**config.mk**
```make
export PLATFORM = sky130hd
export DESIGN_NAME = otp_auth_engine
export DESIGN_NICKNAME = d
export VERILOG_FILES = /design/src/rtl/otp_auth_engine.sv
export SDC_FILE = /design/constraint.sdc
export NUM_CORES = 1
export LEC_CHECK = 0
export ABC_CLOCK_PERIOD_IN_PS = 3600
export CAP_MARGIN = 20
export CORE_ASPECT_RATIO = 0.75
export CORE_MARGIN = 2
export CORE_UTILIZATION = 40
export DETAILED_ROUTE_END_ITERATION = 6
export SLEW_MARGIN = 20
export SYNTH_ARGS = -nofsm -noshare
export SYNTH_HDL_FRONTEND = slang
export SYNTH_SLANG_ARGS = --single-unit
```
**constraint.sdc**
```tcl
create_clock -name clk -period 3.6 [get_ports clk]
set_input_delay 0.72 -clock clk [delete_from_list [all_inputs] [get_ports clk]]
set_output_delay 0.72 -clock clk [all_outputs]
set_load 0.05 [all_outputs]
```
**src/rtl/otp_auth_engine.sv**
```systemverilog
// One-time-code authentication engine: issues a code from a free-running LFSR, collects
// DIGITS hex digits, compares them, and enforces an expiry window and a timed lockout.
module otp_auth_engine #(
  parameter int unsigned DIGITS     = 4,
  parameter int unsigned MAX_TRIES  = 3,
  parameter int unsigned EXPIRE_CYC = 1000000,
  parameter int unsigned LOCK_CYC   = 5000000,
  parameter logic [31:0] LFSR_TAPS  = 32'h8020_0003,
  parameter logic [31:0] LFSR_SEED  = 32'h0000_ACE1
) (
  input  logic                  clk,
  input  logic                  reset,
  input  logic [3:0]            user_digit,
  input  logic                  otp_latch,
  input  logic                  user_latch,
  input  logic                  clear,
  output logic [4*DIGITS-1:0]   otp,
  output logic [4*DIGITS-1:0]   user_otp,
  output logic [3:0]            digit_cnt,
  output logic [3:0]            wrng_atmpt,
  output logic                  unlock,
  output logic                  locked,
  output logic                  expired,
  output logic [2:0]            state
);

  localparam int unsigned W    = 4 * DIGITS;
  localparam int unsigned TMAX = (EXPIRE_CYC > LOCK_CYC) ? EXPIRE_CYC : LOCK_CYC;
  localparam int unsigned TW   = $clog2(TMAX);

  localparam logic [W-1:0]  TAPS      = LFSR_TAPS[W-1:0];
  localparam logic [W-1:0]  SEED      = LFSR_SEED[W-1:0];
  localparam logic [TW-1:0] EXP_LAST  = TW'(EXPIRE_CYC - 1);
  localparam logic [TW-1:0] LOCK_LAST = TW'(LOCK_CYC - 1);
  localparam logic [3:0]    DIG_N     = 4'(DIGITS);
  localparam logic [3:0]    TRIES_N   = 4'(MAX_TRIES);

  typedef enum logic [2:0] {
    StIdle     = 3'd0,
    StArmed    = 3'd1,
    StCheck    = 3'd2,
    StUnlocked = 3'd3,
    StLockout  = 3'd4,
    StExpired  = 3'd5
  } state_e;

  state_e        state_q, state_d;
  logic [W-1:0]  otp_q, otp_d;
  logic [W-1:0]  user_q, user_d;
  logic [3:0]    cnt_q, cnt_d;
  logic [3:0]    wrng_q, wrng_d;
  logic [TW-1:0] timer_q, timer_d;
  logic [W-1:0]  lfsr_q, lfsr_d;
  logic          otp_prev_q, user_prev_q;

  logic          otp_rise, user_rise;
  logic [TW-1:0] timer_inc;
  logic [3:0]    cnt_inc, wrng_inc;
  logic [W-1:0]  user_shift;

  assign otp_rise   = otp_latch & ~otp_prev_q;
  assign user_rise  = user_latch & ~user_prev_q;
  assign timer_inc  = (timer_q == {TW{1'b1}}) ? timer_q : timer_q + 1'b1;
  assign cnt_inc    = cnt_q + 4'd1;
  assign wrng_inc   = wrng_q + 4'd1;
  // Shift-then-or keeps this legal when DIGITS == 1.
  assign user_shift = (user_q << 4) | W'(user_digit);

  always_comb begin
    state_d = state_q;
    otp_d   = otp_q;
    user_d  = user_q;
    cnt_d   = cnt_q;
    wrng_d  = wrng_q;
    timer_d = timer_q;

    if (lfsr_q == '0) begin
      lfsr_d = SEED;
    end else if (lfsr_q[0]) begin
      lfsr_d = (lfsr_q >> 1) ^ TAPS;
    end else begin
      lfsr_d = lfsr_q >> 1;
    end

    unique case (state_q)
      StIdle: begin
        if (otp_rise) begin
          otp_d   = lfsr_q;
          user_d  = '0;
          cnt_d   = '0;
          timer_d = '0;
          state_d = StArmed;
        end
      end
      StArmed: begin
        timer_d = timer_inc;
        if (clear) begin
          otp_d   = '0;
          user_d  = '0;
          cnt_d   = '0;
          state_d = StIdle;
        end else if (timer_q >= EXP_LAST) begin
          user_d  = '0;
          cnt_d   = '0;
          state_d = StExpired;
        end else if (user_rise) begin
          user_d = user_shift;
          cnt_d  = cnt_inc;
          if (cnt_inc == DIG_N) state_d = StCheck;
        end
      end
      StCheck: begin
        // The expiry window keeps running across a failed attempt.
        timer_d = timer_inc;
        if (user_q == otp_q) begin
          wrng_d  = '0;
          state_d = StUnlocked;
        end else begin
          wrng_d = wrng_inc;
          if (wrng_inc == TRIES_N) begin
            timer_d = '0;
            state_d = StLockout;
          end else begin
            user_d  = '0;
            cnt_d   = '0;
            state_d = StArmed;
          end
        end
      end
      StUnlocked: begin
        if (clear) begin
          otp_d   = '0;
          user_d  = '0;
          cnt_d   = '0;
          state_d = StIdle;
        end
      end
      StLockout: begin
        if (timer_q >= LOCK_LAST) begin
          wrng_d  = '0;
          otp_d   = '0;
          user_d  = '0;
          cnt_d   = '0;
          timer_d = '0;
          state_d = StIdle;
        end else begin
          timer_d = timer_inc;
        end
      end
      StExpired: begin
        if (clear) begin
          otp_d   = '0;
          user_d  = '0;
          state_d = StIdle;
        end else if (otp_rise) begin
          otp_d   = lfsr_q;
          timer_d = '0;
          state_d = StArmed;
        end
      end
      default: state_d = StIdle;
    endcase
  end

  always_ff @(posedge clk) begin
    if (reset) begin
      state_q     <= StIdle;
      otp_q       <= '0;
      user_q      <= '0;
      cnt_q       <= '0;
      wrng_q      <= '0;
      timer_q     <= '0;
      lfsr_q      <= SEED;
      otp_prev_q  <= 1'b0;
      user_prev_q <= 1'b0;
    end else begin
      state_q     <= state_d;
      otp_q       <= otp_d;
      user_q      <= user_d;
      cnt_q       <= cnt_d;
      wrng_q      <= wrng_d;
      timer_q     <= timer_d;
      lfsr_q      <= lfsr_d;
      otp_prev_q  <= otp_latch;
      user_prev_q <= user_latch;
    end
  end

  assign otp        = otp_q;
  assign user_otp   = user_q;
  assign digit_cnt  = cnt_q;
  assign wrng_atmpt = wrng_q;
  assign unlock     = (state_q == StUnlocked);
  assign locked     = (state_q == StLockout);
  assign expired    = (state_q == StExpired);
  assign state      = state_q;

endmodule

```
Word-level counts from Yosys, hierarchy flattened
Index checks and enable logic that the tools add are counted.
{ "op_classes": {"bitwise_logic": 6, "magnitude_cmp": 2, "n_reduce_logical": 16, "n_mux": 42, "n_addsub": 3, "n_eq_ne": 19} }
{ "op_table": {"columns": ["op", "n"], "rows": [
  ["16-bit two-way mux", 10],
  ["23-bit two-way mux", 6],
  ["23-bit case mux with 5 select lines", 1],
  ["16-bit case mux with 5 select lines", 1],
  ["16-bit case mux with 4 select lines", 1],
  ["4-bit two-way mux", 9],
  ["3-bit two-way mux", 10],
  ["23-bit by 1-bit adder with 23-bit output (second input constant)", 1],
  ["23-bit == test (second input constant)", 1],
  ["23-bit by 20-bit greater-or-equal comparator with 1-bit output (second input constant)", 1],
  ["23-bit greater-or-equal comparator (second input constant)", 1],
  ["4-bit case mux with 5 select lines", 1],
  ["3-bit case mux with 6 select lines", 1],
  ["16-bit == test", 1],
  ["16-bit zero test", 1],
  ["16-bit by 4-bit bitwise OR with 16-bit output", 1],
  ["5-bit nonzero test", 3],
  ["7-bit AND reduction", 2],
  ["2-bit != test (second input constant)", 5],
  ["4-bit by 1-bit adder with 4-bit output (second input constant)", 2],
  ["4-bit != test (second input constant)", 2],
  ["4-bit case mux with 2 select lines", 1],
  ["3-bit by 2-bit == test with 1-bit output (second input constant)", 2],
  ["3-bit == test (second input constant)", 2],
  ["15 further kinds", 22]
]} }
{ "word_totals": {"in_bits": 9, "out_inout_bits": 46, "regBits": 84} }

Longest topological paths before layout
Gate-level depths: netlist of run 1.
{ "logic_depth": {"word_depth": 7, "ltp_mapped": 10, "depth_no_buf": 9} }

Least setup slack after synthesis of run 1
OpenSTA, ideal clock, no wires.
{ "synth_path": {"path_kind": "flip-flop to flip-flop", "from": "register state_q[2] (netlist: state[2])", "to": "register timer_q[14]", "arrival_ns": 3.502, "setup_slack_ns": 0.026, "n_path_buf": 1, "path_stages_with_launch": 8, "t_required_ns": 3.528, "cell_sequence": "dfxtp_1 > inv_1 > nor3_1 > o211ai_2 > a21oi_1 > clkbuf_1 > nand4_1 > mux2i_1"} }
{ "synth_between": {"elab_chain_len": 3, "elab_cells_between_ends": 9, "classes_between": "eq/ne: 5; mux: 1; reduce/logical: 3"} }
{ "synth_lines": {"columns": ["element", "line_no", "rtl"], "rows": [
  ["start, declared", "47", "state_e state_q, state_d;"],
  ["start signal, assigned", "167", "state_q <= StIdle;"],
  ["start signal, assigned", "177", "state_q <= state_d;"],
  ["3-bit == test (*)", null, null],
  ["named net locked", "22", "output logic locked,"],
  ["5-bit nonzero test (no line)", null, null],
  ["2-bit AND reduction (no line)", null, null],
  ["end signal, assigned", "182", "timer_q <= timer_d;"],
  ["end, declared", "52", "logic [TW-1:0] timer_q, timer_d;"]
]} }
Mark *: on every way through the listed nets, which the timed path passes. The rest lies on a longest branch.
A chain may end at the register's enable or synchronous reset.

Final worst setup path of run 1
{ "layout_path": {"from": "register state_q[2] (netlist: state[2])", "to": "output port locked"} }
{ "layout_between": {"elab_chain_len": 1} }
{ "layout_lines": {"columns": ["element", "line_no", "rtl"], "rows": [
  ["3-bit == test", "194", "assign locked = (state_q == StLockout);"],
  ["end, declared", "22", null]
]} }
No other way between the ends.

==> results by group, run 1 <==
Placement
  – IO buf count: 54
  – Post-DP HPWL: ~8000 um
  – GP Congestion: ~0.87
  – # placed instances: roughly 650
  – Place WS: slightly below 0.5 ns

STA
  – Final hold violations: 0
  – Relative slew slack: 0.4086
  – Slew @ Worst Pin: ~0.9 ns
  – Slew Viols, Final: 0
  – Fin worst setup slack: between 0.3 and 0.4 ns
  – Final period util: 0.8901
  – Final setup fails: 0
  – Fmax: roughly 310 MHz
  – RSZ-0062 raised after global routing: no
  – Final min period: around 3.2 ns
  – Fin Setup TNS: 0 ns
  – Clk_skew: approximately 0.0074 ns

Synthesis
  – Yosys top cell area share: 0.4084
  – Mapped Cells: around 480
  – Seq cells post-synth: 84
  – Post-synthesis cell area: 4118 sq um
  – Top cells by area, synth: dfxtp_1, xnor2_1, nor2_1
  – Primary FF master, synth: dfxtp_1
  – EDFF count, synth: 0
  – Register area share after synthesis: 0.4084
  – Asr flop ratio synth: 0
  – Syn_nets: roughly 500
  – Ys Warns: 0
  – Avg Inst Size Synth: 8.651 sq um
  – Post-synth cell types: between 50 and 60
  – Leading area contributor after synthesis: dfxtp_1

Floorplan
  – Die area: between 10,000 and 15,000 sq um
  – Core ar.: 10,170 sq um
  – Die X: around 120 um
  – FP Rows: 32
  – Starting density of the core: 0.4049
  – IO Count: 55
  – Die height: between 90 and 100 um

Clock network
  – CTS Buf Count: 9
  – Clock buffer depth: 2
  – Post_cts resized: 0
  – CTS tree: built
  – Clock sink count: between 80 and 90
  – # H-tree levels: 3
  – Root Buffer: clkbuf_16
  – Clk pin slew, worst setup/hold paths: ~0.070 ns
  – Worst-skew pair later-pin latency: 0.35 ns
  – CTS Hold Bufs: 0
  – # Post-CTS Setup Buffers: 0

Run
  – Max-cap violations: 0

Finish
  – Leading cell types in the layout, fill and taps excluded: dfxtp_1, clkdlybuf4s50_1, nor2_1
  – Post-route insts no fill: about 660
  – Final #Nets: roughly 540
  – Commonest non-fill, non-tap cell in the layout: dfxtp_1
  – FILL cells: ~960
  – P&R area growth vs syn: 23.52%
  – Final core occ: 0.5001
  – Layout cells sized above 1: 0.06818
  – Sequential Area: roughly 1700 sq um
  – Number of diodes: 0
  – Multi-input gate area: 2271 sq um

GRT
  – GRT Overall Usage: 0.1999
  – Initial antenna violation count: 0
  – Remaining Overflow, GRT: 0
  – Vias in the first global route: approximately 3,200
  – First-pass GRT wire length: roughly 17,000 um
  – Largest net degree at the start of global routing: 29

Worst setup path
  – CP peak stage delay: 0.89 ns
  – Crit start category: flip-flop
  – Critical Path RT: about 2.9 ns
  – Crit Path Category: flip-flop to primary output
  – CP Max Fanout: 15
  – R2r setup slk: around 0.65 ns
  – CP Buf/Inv Count: 2
  – Setup crit end kind: primary output
  – Worst Path Arrival: 2.48 ns
  – Slowest cell on the critical path: clkdlybuf4s50_1
  – Critical path, cell by cell: inv_1 -> nor3_1 -> clkdlybuf4s50_1
  – CP top delay family: buffers and inverters

Routing
  – WL/cell: ~16 um
  – Routed WL: 10,780 um
  – Vias per cell: about 5.4
  – Pre-Repair DR Iteration Count: 5
  – Final ANT Viol Nets: 0
  – DR vias: between 3,000 and 4,000
  – DRC viols: 0
  – Initial DRC count: between 400 and 500

Pwr
  – VDD IR max: 0.2649 mV
  – Tot Pwr: about 0.0022 W
  – Pwr dens: between 400 and 500 nW/um^2
  – P_leak: 1.816 nW

Outcome
  – Status: complete, no violations

Min path
  – Worst hold path class: flip-flop to flip-flop
## Yosys cell counts, types with 5 or more instances
cell,n
and2_1,16
o21ai_1,5
nand2_1,34
a21oi_1,18
xnor2_1,25
nor2_1,53
and3_1,7
clkbuf_1,22
nor4_1,9
nand3_1,15
o21ai_0,12
ha_1,6
dfxtp_1,84
nor3_1,13
a31oi_1,7
nor2b_1,13
inv_1,21
nand4_1,12
a22o_1,16
nand2b_1,10
xor2_1,6
mux2i_1,14
## stage by stage
stage          cell area [sq um]  hold WS, ns
2_1_floorplan               4118       0.4348
3_3_place_gp                4787       0.4533
3_5_place_dp                4787       0.4522
4_1_cts                     5086       0.4696
5_1_grt                     5086       0.4905
6_report                    5086       0.4692
## layout make-up
class,count,area share
Multi-Input combinational cell,347,0.4465
Timing Repair Buffer,60,0.1151
Sequential cell,84,0.3306
Clock inverter,7,0.01451
Inverter,21,0.01550
Tap cell,136,0.03346
Clock buffer,9,0.04428
## registers in the layout (all words and copies together) (netlist names)
register,flops
timer_q,23
lfsr_q,16
otp,16
user_otp,16
digit_cnt,4
wrng_atmpt,4
state,3
otp_prev_q,1
user_prev_q,1
## power breakdown
part	switching, W	leakage [nW]	total (W)	internal [W]
registers	0.0000335	0.684	0.000992	0.000959
logic	0.000139	0.982	0.000233	0.0000934
clock network	0.000436	0.149	0.000931	0.000494
## routing by layer
layer,wire (um),global-route usage
met5,0,0
met2,4430,0.2720
met3,699,0.05037
met1,5552,0.3076
met4,102,0.05460
## cells by family after synthesis
logic type      Yosys count  share of synthesized area
buf+inv                  45                    0.04163
simple gates            201                     0.2568
compound gates           91                     0.1641
flops                    84                     0.4084
xor+xnor                 31                    0.06594
fa+ha+maj                 6                    0.01823
mux                      18                    0.04497
## worst paths after layout
path	startpoint	endpoint	cells after the start
worst max-delay path	state[2]$_SDFFE_PP0P_	locked	3
worst min-delay path	lfsr_q[14]$_SDFF_PP0_	lfsr_q[13]$_SDFF_PP1_	1
worst max register to register	timer_q[10]$_SDFFE_PP0P_	timer_q[8]$_SDFFE_PP0P_	7
worst min register to register	lfsr_q[14]$_SDFF_PP0_	lfsr_q[13]$_SDFF_PP1_	1
No activity file was read; power rests on OpenSTA's default activity.
==> run 2: changes to the inputs <==
--- a/config.mk
+++ b/config.mk
@@ -11,6 +11,7 @@
 export CORE_MARGIN = 2
 export CORE_UTILIZATION = 40
 export DETAILED_ROUTE_END_ITERATION = 6
+export HOLD_SLACK_MARGIN = 0.12
 export SLEW_MARGIN = 20
 export SYNTH_ARGS = -nofsm -noshare
 export SYNTH_HDL_FRONTEND = slang
==> results of run 2 <==
No change in the layout: final DEF, timing and power equal those of run 1.
